[config.mk]
export PLATFORM = sky130hd
export DESIGN_NAME = nvram_upload_flat
export DESIGN_NICKNAME = d
export VERILOG_FILES = /design/src/rtl/nvram_upload_if.sv /design/src/rtl/nvram_upload.sv /design/src/flat_wrapper.sv
export SDC_FILE = /design/constraint.sdc
export NUM_CORES = 1
export LEC_CHECK = 0
export ABC_AREA = 1
export BUFFER_PORTS_ARGS = -buffer_cell sky130_fd_sc_hd__buf_2
export CORE_ASPECT_RATIO = 1.2
export CORE_MARGIN = 10
export CORE_UTILIZATION = 50
export CTS_BUF_LIST = sky130_fd_sc_hd__clkbuf_4
export DETAILED_ROUTE_END_ITERATION = 8
export HOLD_SLACK_MARGIN = 0.06
export PLACE_DENSITY = 0.75
export RECOVER_POWER = 50
export SYNTH_ARGS = -nofsm -noshare
export SYNTH_HDL_FRONTEND = slang
export SYNTH_SLANG_ARGS = --single-unit
[constraint.sdc]
create_clock -name clk_sys -period 1.88 [get_ports clk_sys]
set_input_delay 0.376 -clock clk_sys [delete_from_list [all_inputs] [get_ports clk_sys]]
set_output_delay 0.376 -clock clk_sys [all_outputs]
set_load 0.02 [all_outputs]
[src/rtl/nvram_upload_if.sv]
// HPS ioctl read channel plus core memory fetch port for nvram_upload.
// slave = the upload engine, master = HPS/memory side driving it.
interface nvram_upload_if #(
  parameter int AW = 10
);
  logic          ioctl_upload;
  logic [7:0]    ioctl_index;
  logic          ioctl_rd;
  logic [24:0]   ioctl_addr;
  logic [7:0]    ioctl_din;
  logic          ioctl_wait;
  logic          cpu_pause;
  logic          mem_rd;
  logic [AW-1:0] mem_addr;
  logic [7:0]    mem_q;
  logic          mem_valid;
  logic          err;

  modport slave (
    input  ioctl_upload, ioctl_index, ioctl_rd, ioctl_addr, mem_q, mem_valid,
    output ioctl_din, ioctl_wait, cpu_pause, mem_rd, mem_addr, err
  );

  modport master (
    output ioctl_upload, ioctl_index, ioctl_rd, ioctl_addr, mem_q, mem_valid,
    input  ioctl_din, ioctl_wait, cpu_pause, mem_rd, mem_addr, err
  );
endinterface

[src/rtl/nvram_upload.sv]
// Serves HPS ioctl_upload reads of NVRAM over a req/valid memory port.
// Optional NVRAM_UPLOAD_CHECKSUM_EN: a read at addr == SIZE returns the two's-complement byte sum.
//
// state | meaning
// IDLE  | no upload session, CPUs running
// PAUSE | CPUs halted, settling before first fetch; reads are latched as pending
// READY | waiting for an HPS read strobe (or serving a pending one)
// FETCH | memory read in flight, HPS held off with ioctl_wait
module nvram_upload #(
  parameter logic [7:0] INDEX     = 8'd4,
  parameter int         AW        = 10,
  parameter int         SIZE      = 1024,
  parameter int         PAUSE_CYC = 16,
  parameter int         TIMEOUT   = 255,
  parameter logic [7:0] FILL      = 8'hFF
) (
  input logic           clk_sys,
  input logic           reset,
  nvram_upload_if.slave bus
);
  localparam int TMAX = (PAUSE_CYC > TIMEOUT) ? PAUSE_CYC : TIMEOUT;
  localparam int CW   = $clog2(TMAX + 1);

  typedef enum logic [1:0] {IDLE, PAUSE, READY, FETCH} state_t;

  state_t        state;
  logic [CW-1:0] timer;
  logic          pending;
  logic [24:0]   pend_addr;
  logic          active;
  logic          req;
  logic [24:0]   req_addr;
`ifdef NVRAM_UPLOAD_CHECKSUM_EN
  logic [7:0]    sum;
`endif

  assign active   = bus.ioctl_upload && (bus.ioctl_index == INDEX);
  assign req      = pending || bus.ioctl_rd;
  assign req_addr = pending ? pend_addr : bus.ioctl_addr;

  always_ff @(posedge clk_sys) begin
    if (reset) begin
      state          <= IDLE;
      timer          <= '0;
      pending        <= 1'b0;
      pend_addr      <= '0;
      bus.ioctl_din  <= 8'd0;
      bus.ioctl_wait <= 1'b0;
      bus.cpu_pause  <= 1'b0;
      bus.mem_rd     <= 1'b0;
      bus.mem_addr   <= '0;
      bus.err        <= 1'b0;
`ifdef NVRAM_UPLOAD_CHECKSUM_EN
      sum            <= 8'd0;
`endif
    end else if (!active) begin
      // Session ended (or never started): release CPUs, drop any fetch in flight.
      state          <= IDLE;
      pending        <= 1'b0;
      bus.ioctl_wait <= 1'b0;
      bus.cpu_pause  <= 1'b0;
      bus.mem_rd     <= 1'b0;
    end else begin
      bus.mem_rd <= 1'b0;
      case (state)
        IDLE: begin
          state         <= PAUSE;
          timer         <= CW'(PAUSE_CYC);
          pending       <= 1'b0;
          bus.cpu_pause <= 1'b1;
          bus.err       <= 1'b0;
`ifdef NVRAM_UPLOAD_CHECKSUM_EN
          sum           <= 8'd0;
`endif
        end

        PAUSE: begin
          if (bus.ioctl_rd && !pending) begin
            pending        <= 1'b1;
            pend_addr      <= bus.ioctl_addr;
            bus.ioctl_wait <= 1'b1;
          end
          if (timer <= CW'(1)) begin
            state <= READY;
            timer <= '0;
          end else begin
            timer <= timer - 1'b1;
          end
        end

        READY: begin
          if (req) begin
            pending <= 1'b0;
            if (req_addr < 25'(SIZE)) begin
              bus.mem_addr   <= req_addr[AW-1:0];
              bus.mem_rd     <= 1'b1;
              bus.ioctl_wait <= 1'b1;
              timer          <= CW'(TIMEOUT);
              state          <= FETCH;
`ifdef NVRAM_UPLOAD_CHECKSUM_EN
            end else if (req_addr == 25'(SIZE)) begin
              bus.ioctl_din  <= 8'd0 - sum;
              bus.ioctl_wait <= 1'b0;
`endif
            end else begin
              bus.ioctl_din  <= FILL;
              bus.ioctl_wait <= 1'b0;
            end
          end
        end

        FETCH: begin
          // Strobes arriving here are a protocol violation and are ignored.
          if (bus.mem_valid) begin
            bus.ioctl_din  <= bus.mem_q;
            bus.ioctl_wait <= 1'b0;
            state          <= READY;
`ifdef NVRAM_UPLOAD_CHECKSUM_EN
            sum            <= sum + bus.mem_q;
`endif
          end else if (timer <= CW'(1)) begin
            bus.ioctl_din  <= FILL;
            bus.ioctl_wait <= 1'b0;
            bus.err        <= 1'b1;
            state          <= READY;
          end else begin
            timer <= timer - 1'b1;
          end
        end

        default: state <= IDLE;
      endcase
    end
  end
endmodule

[src/flat_wrapper.sv]
// flat-port wrapper written by rule: the top's interface ports become plain ports
module nvram_upload_flat 
#(
  parameter logic [7:0] INDEX     = 8'd4,
  parameter int         AW        = 10,
  parameter int         SIZE      = 1024,
  parameter int         PAUSE_CYC = 16,
  parameter int         TIMEOUT   = 255,
  parameter logic [7:0] FILL      = 8'hFF
)
  (clk_sys, reset, bus_ioctl_upload, bus_ioctl_index, bus_ioctl_rd, bus_ioctl_addr, bus_mem_q, bus_mem_valid, bus_ioctl_din, bus_ioctl_wait, bus_cpu_pause, bus_mem_rd, bus_mem_addr, bus_err);
  nvram_upload_if #(.AW(AW)) bus_i ();
  input logic clk_sys;
  input logic reset;
  input wire logic [$bits(bus_i.ioctl_upload)-1:0] bus_ioctl_upload;
  input wire logic [$bits(bus_i.ioctl_index)-1:0] bus_ioctl_index;
  input wire logic [$bits(bus_i.ioctl_rd)-1:0] bus_ioctl_rd;
  input wire logic [$bits(bus_i.ioctl_addr)-1:0] bus_ioctl_addr;
  input wire logic [$bits(bus_i.mem_q)-1:0] bus_mem_q;
  input wire logic [$bits(bus_i.mem_valid)-1:0] bus_mem_valid;
  output wire logic [$bits(bus_i.ioctl_din)-1:0] bus_ioctl_din;
  output wire logic [$bits(bus_i.ioctl_wait)-1:0] bus_ioctl_wait;
  output wire logic [$bits(bus_i.cpu_pause)-1:0] bus_cpu_pause;
  output wire logic [$bits(bus_i.mem_rd)-1:0] bus_mem_rd;
  output wire logic [$bits(bus_i.mem_addr)-1:0] bus_mem_addr;
  output wire logic [$bits(bus_i.err)-1:0] bus_err;
  assign bus_i.ioctl_upload = bus_ioctl_upload;
  assign bus_i.ioctl_index = bus_ioctl_index;
  assign bus_i.ioctl_rd = bus_ioctl_rd;
  assign bus_i.ioctl_addr = bus_ioctl_addr;
  assign bus_i.mem_q = bus_mem_q;
  assign bus_i.mem_valid = bus_mem_valid;
  assign bus_ioctl_din = bus_i.ioctl_din;
  assign bus_ioctl_wait = bus_i.ioctl_wait;
  assign bus_cpu_pause = bus_i.cpu_pause;
  assign bus_mem_rd = bus_i.mem_rd;
  assign bus_mem_addr = bus_i.mem_addr;
  assign bus_err = bus_i.err;
  nvram_upload #(.INDEX(INDEX), .AW(AW), .SIZE(SIZE), .PAUSE_CYC(PAUSE_CYC), .TIMEOUT(TIMEOUT), .FILL(FILL)) u_core (.clk_sys(clk_sys), .reset(reset), .bus(bus_i));
endmodule
==> impl_metrics.ini, run 1 <==
[detailed_routing]
drt_iter0_drc = 154
totalWireLength_um = 7390
ant_nets = 0
drc = 0
viasPerCell = 4.88
routedWlPerCell_um = 11.9
vias = 3035
first_pass_iters = 4

[global_routing]
grt_overflow_total = 0
grtUsageMet1_pct = 17.8
grtUsageMet3_pct = 4.40
grt_pass1_wl_um = 13100
top_usage_layer = met2
first_global_vias = 2993
antenna_found_initial = 0
grt_util_all_layers_pct = 15.9
grt_use_met2_pct = 28.0
grt_max_degree = 29

[power_and_ir_drop]
pwr-share-seq_pct = 59.4
vdd_drop_max_uv = 395
powerDensity_nw_per_um2 = 584
internal-power_mw = 1.56
switching_share_pct = 24.3
clock_power_share_pct = 34.7
p_sw_uw = 503
p_leak_nw = 1.67
p_comb_share_pct = 5.9

[sta]
slew_headroom_pct = 66.5
layout_min_cycle_time_ps = 1690
hold_violations = 0
hold_slack_ps = 267
slew_viol_final = 0
setup_violations = 0
fin_skew_ps = 14.0
finalWorstSetupSlack_ps = 185
finalCritPeriodShare_pct = 90.2
rsz0062_at_grt = no
setup_tns_ps = 0
worst_slew_pin_slew_ps = 501
fmax_ghz = 0.590

[placed_design]
dp.final_hpwl_um = 5580
place_inst = 607
io_buffers = 67
dp_slack_ps = 176
place.gp.congestion = 0.833

[setup_path]
max_stage_delay_ps = 340
path_max_fanout = 9
critPathBufInv = 2
path_delay_family = simple AND/OR/NAND/NOR gates
cp.required_ps = 2210
worstSetupPathType = reg -> reg
cp-end-kind = flop
crit_chain = inv_1, ha_2, nor2_1, nor2_1, nand2_1, nand2_1, nand2_2, nor2_8, nand3_4, nand2_1, inv_1, nor2_1
cp.arrival_ps = 2030
cpMaxStageDelayCell = dfxtp_1
start_kind = flop

[logic_synthesis]
synthDistinctLibCells = 34
yosys-top-cells-count = nand2_1 (106), nor2_1 (104), dfxtp_1 (58), inv_1 (47), a21oi_1 (36)
synthTopCellsByArea = dfxtp_1 (38%), nand2_1 (13%), nor2_1 (13%), a21oi_1 (5.9%), inv_1 (5.8%)
syn_inst = 467
synth-seq-area-share_pct = 38.2
synth_area_um2 = 3040
yosysWarnings = 0
yosysTopAreaCell = dfxtp_1
syn_nets = 515
synth_edf_count = 0
synth_ff_type = dfxtp_1
synth_top_cell_area_share_pct = 38.2
ys_seq_elements = 58
avgSynthCellArea_um2 = 6.51
synthMostInstantiatedCell = nand2_1
synthArstFlopShare_pct = 0

[floorplan]
ioPinCount = 68
dieArea_um2 = 9620
rows = 31
chipHeight_um = 105
start_util_pct = 50.9
core_area_um2 = 5970
die-width_um = 91.2

[finish]
stdcell_count = 622
nNetsFinal = 584
n_antenna_cell = 0
syn_to_final_growth_pct = 16.4
drive_gt1_share_pct = 17.2

[cts]
cts_tree = yes
clockBufferDepth = 2
postCtsSetupRepairBufs = 0
ctsResizeCount = 0
clk-insertion-delay-late_ps = 390
cts_root_buf = clkbuf_4
htree_num_levels = 3
clkTransAtPathRegs_ps = 100
cts.sinks = 58
ctsHoldBuffers = 0
cts_buffers = 9

[worst_hold_path]
hp-class = in -> reg

[status]
outcome = finished, final reports clean

[run]
max_cap_viol_count = 0
worst reg2reg max path: cells and delay by family, from the launching register on:
kind / cells / cell delay (ps)
adders and majority gates: 1 / 230
buffers and inverters: 2 / 150
and+or+nand+nor: 9 / 920
DFF: 1 / 340
final cells by class:
class | instances | area, µm²
clock buffers | 11 | 82.6
clock inverters | 4 | 20.0
fillers | 652 | 2430
inverters | 53 | 201
multi-input cells | 336 | 1580
flip-flops and latches | 58 | 1160
well taps | 82 | 103
repair buffers | 78 | 390
metal layers:
metal  wire length, µm  share of wire (%)  vias up
li1                  -                  -     1616
met1              3240                 44     1358
met2              3730                 51       55
met3               334                4.5        6
met4                80                1.1        0
met5                 0                  0        -
cell usage in the layout (no fill, tap or decap), types with 2 or more instances in the layout:
master / synthesis / final
o21ai_0: 8 / 8
nor2_1: 104 / 104
nor3_1: 26 / 26
nor2_4: 2 / 2
nand3_1: 17 / 17
buf_2: 8 / 45
xor2_1: 2 / 2
buf_4: 2 / 11
nand3_2: 3 / 3
a211oi_2: 2 / 2
dfxtp_1: 58 / 58
clkinv_1: 1 / 3
nand2_2: 3 / 3
nand2_1: 106 / 106
nand4_1: 10 / 10
nor2_2: 4 / 4
inv_2: 4 / 2
inv_1: 47 / 49
nor2_8: 2 / 2
clkbuf_4: 0 / 11
clkbuf_1: 7 / 22
a21oi_1: 36 / 36
power groups by stage:
stage,Sequential (mW),Combinational [mW],Clock (mW)
detailed placement,1.26,0.122,0
global route,1.23,0.142,0.802
floorplan,1.26,0.0525,0
CTS,1.23,0.123,0.744
finish,1.23,0.121,0.718
global placement,1.26,0.122,0
state kept, by name, indices dropped and copies added, names as in the netlist:
signal,cells
u_core.bus.ioctl_wait,1
u_core.bus.err,1
u_core.bus.cpu_pause,1
u_core.bus.ioctl_din,8
u_core.timer,8
u_core.bus.mem_rd,1
u_core.pend_addr,25
u_core.pending,1
u_core.state,2
u_core.bus.mem_addr,10
cells by family after synthesis:
logic type	share of synthesized area (%)
buffers and inverters	9.91
adders and majority gates	0.823
and+or+nand+nor	41.5
DFF	38.2
AOI/OAI and AO/OA	9.01
xor gates and xnor gates	0.576
metrics by stage:
| stage | cell area [µm²] | power [mW] | utilization [%] |
|---|---|---|---|
| 4_1_cts | 3560 | 2.10 | 59.7 |
| 3_5_place_dp | 3460 | 1.38 | 58.0 |
| 5_1_grt | 3540 | 2.17 | 59.3 |
| 2_1_floorplan | 3040 | 1.31 | - |
| 6_report | 3540 | 2.07 | 59.3 |
| 3_3_place_gp | 3460 | 1.38 | 58.0 |
final timing paths:
kind                   startpoint                      end  slack (ps)  depth (start not counted)
max               u_core.timer[0]  u_core.bus.ioctl_din[0]         190                         12
min            bus_ioctl_addr[21]     u_core.pend_addr[21]         270                          3
max reg2reg       u_core.timer[0]  u_core.bus.ioctl_din[0]         190                         12
min reg2reg  u_core.pend_addr[24]     u_core.pend_addr[24]         470                          2
No activity file was read; power rests on OpenSTA's default activity.
==> run 2, diff against run 1 <==
--- a/config.mk
+++ b/config.mk
@@ -8,13 +8,13 @@
 export ABC_AREA = 1
 export BUFFER_PORTS_ARGS = -buffer_cell sky130_fd_sc_hd__buf_2
 export CORE_ASPECT_RATIO = 1.2
-export CORE_MARGIN = 10
 export CORE_UTILIZATION = 50
 export CTS_BUF_LIST = sky130_fd_sc_hd__clkbuf_4
 export DETAILED_ROUTE_END_ITERATION = 8
 export HOLD_SLACK_MARGIN = 0.06
 export PLACE_DENSITY = 0.75
 export RECOVER_POWER = 50
+export REMOVE_ABC_BUFFERS = 1
 export SYNTH_ARGS = -nofsm -noshare
 export SYNTH_HDL_FRONTEND = slang
 export SYNTH_SLANG_ARGS = --single-unit
==> run 2 against run 1 <==
  * Setup slack worse by 17 ps
  * Highest routed layer unchanged
  * Register-to-register slack worse by 20 ps
  * First-iteration DRC count down 21%
  * Largest power group unchanged
==> impl_metrics.ini, run 2 (synthesized netlist as in run 1, its figures left out) <==
[sta]
fmax_ghz = 0.584
setup_violations = 0
worst_slew_pin_slew_ps = 512
rsz0062_at_grt = yes
setup_tns_ps = 0
layout_min_cycle_time_ps = 1710
fin_skew_ps = 13.0
finalWorstSetupSlack_ps = 168
slew_headroom_pct = 65.7
hold_violations = 0
finalCritPeriodShare_pct = 91.0
hold_slack_ps = 247
slew_viol_final = 0

[finish]
largest_reg_flops = 25
nFillCells = 583
drive_gt1_share_pct = 17.9
layout_common_cells = nand2_1 (106), nor2_1 (104), dfxtp_1 (58), inv_1 (47), buf_2 (45)
syn_to_final_growth_pct = 18.1
layout_commonest_cell = nand2_1
final_util_pct = 62.5
reg.largest.list = u_core.pend_addr (25), u_core.bus.mem_addr (10)
top_register = u_core.pend_addr
nNetsFinal = 584
n_antenna_cell = 0

[placed_design]
dp.final_hpwl_um = 4810
place.gp.congestion = 0.858
dp_slack_ps = 149
io_buffers = 67

[detailed_routing]
drt_iter0_drc = 122
vias = 3042
routedWlPerCell_um = 10.9
ant_nets = 0
totalWireLength_um = 6800
drc = 0
first_pass_iters = 4
viasPerCell = 4.90

[setup_path]
r2r_start = u_core.timer[0]
max_stage_delay_ps = 340
critPathLaunch = u_core.timer[0]
path_max_fanout = 9
r2r-end = u_core.bus.ioctl_din[1]
cp-end-kind = flop
cp.required_ps = 2220
cp.arrival_ps = 2050
ff2ff_setup_slack_ps = 170
cpMaxStageDelayCell = dfxtp_1
worst-r2r-cell-count = 12
crit_chain = inv_1, ha_2, nor2_1, nor2_1, nand2_1, nand2_1, nand2_2, nor2_8, nand3_4, nand2_1, inv_1, nor2_1
worstSetupPathType = reg -> reg
crit_path_end = u_core.bus.ioctl_din[1]
start_kind = flop

[run]
max_cap_viol_count = 0

[power_and_ir_drop]
powerDensity_nw_per_um2 = 653
internal-power_mw = 1.81
clock_power_share_pct = 42.5
p_sw_uw = 538
p_comb_share_pct = 5.1
finalPower_mw = 2.35
pwr-share-seq_pct = 52.4
p_leak_nw = 1.70
vdd_drop_max_uv = 430
switching_share_pct = 22.9

[floorplan]
die-width_um = 73.2
rows = 30
core_area_um2 = 5740
dieArea_um2 = 6400
start_util_pct = 53.0
chipHeight_um = 87.4
ioPinCount = 68

[global_routing]
grt_max_degree = 29
grt_pass1_wl_um = 11400
first_global_vias = 2631
grt_overflow_total = 0
grt_util_all_layers_pct = 22.8
antenna_found_initial = 0

[cts]
clkTransAtPathRegs_ps = 110
cts_root_buf = clkbuf_4
cts_buffers = 9
htree_num_levels = 3
cts.sinks = 58
clk-insertion-delay-late_ps = 410
postCtsSetupRepairBufs = 0
clockBufferDepth = 2
cts_tree = yes

[status]
outcome = finished, final reports clean

[worst_hold_path]
hp-class = in -> reg
## run 2: cell types whose count changed in the layout (fill, tap and decap cells not counted), sizes merged
| cell | delta |
|---|---|
| clkbuf | -2 |
| bufinv | +2 |
| clkinvlp | -1 |
| clkinv | +2 |
## run 2: worst min-delay path by stage
stage	to	cells past startpoint	startpoint
final	u_core.pend_addr[4]	3	bus_ioctl_addr[4]
after detailed placement	u_core.pend_addr[24]	2	u_core.pend_addr[24]
after CTS	u_core.pend_addr[2]	3	bus_ioctl_addr[2]
after global placement	u_core.pend_addr[24]	2	u_core.pend_addr[24]
after global routing	u_core.pend_addr[4]	3	bus_ioctl_addr[4]
after floorplan	u_core.pend_addr[8]	2	u_core.pend_addr[8]
## run 2: through the flow
stage                     instance area (µm²)  std cells
after global placement                   3460        605
after CTS                                3610        621
after detailed placement                 3460        605
after global routing                     3590        621
final                                    3590        621
after floorplan                          2940        447
## run 2: what timing repair did
action,4_1_cts,5_1_grt
hold buffers,0,0
endpoints found under the setup margin,0,8
gates resized for setup,0,2
hold endpoints to repair,0,0
## run 2: final cells by class
type / instances / area (µm²) / share of cell area (%)
Tap cell: 80 / 100 / 2.79
Clock buffer: 9 / 67.6 / 1.88
Multi-Input combinational cell: 336 / 1590 / 44.2
Timing Repair Buffer: 78 / 390 / 10.9
Sequential cell: 58 / 1160 / 32.3
Clock inverter: 7 / 83.8 / 2.33
Inverter: 53 / 201 / 5.61
## run 2: layer usage
metal	GRT usage (%)	up-vias	wire length (µm)
met5	0	-	0
met4	10.7	0	114
met3	3.70	11	293
met2	38.3	73	3200
met1	28.1	1346	3190
li1	-	1612	-
## run 2: worst max-delay path, delay by kind of cell, from the launching register on
kind          cells  cell delay (ps)
flops             1              340
fa+ha+maj         1              220
simple gates      9              920
buf+inv           2              160
## run 2: power groups by stage
stage	registers (mW)	logic, mW	clock network (mW)
2_1_floorplan	1.26	0.0432	0
3_3_place_gp	1.26	0.120	0
3_5_place_dp	1.26	0.121	0
4_1_cts	1.23	0.121	1.01
5_1_grt	1.23	0.136	1.07
6_report	1.23	0.121	0.996
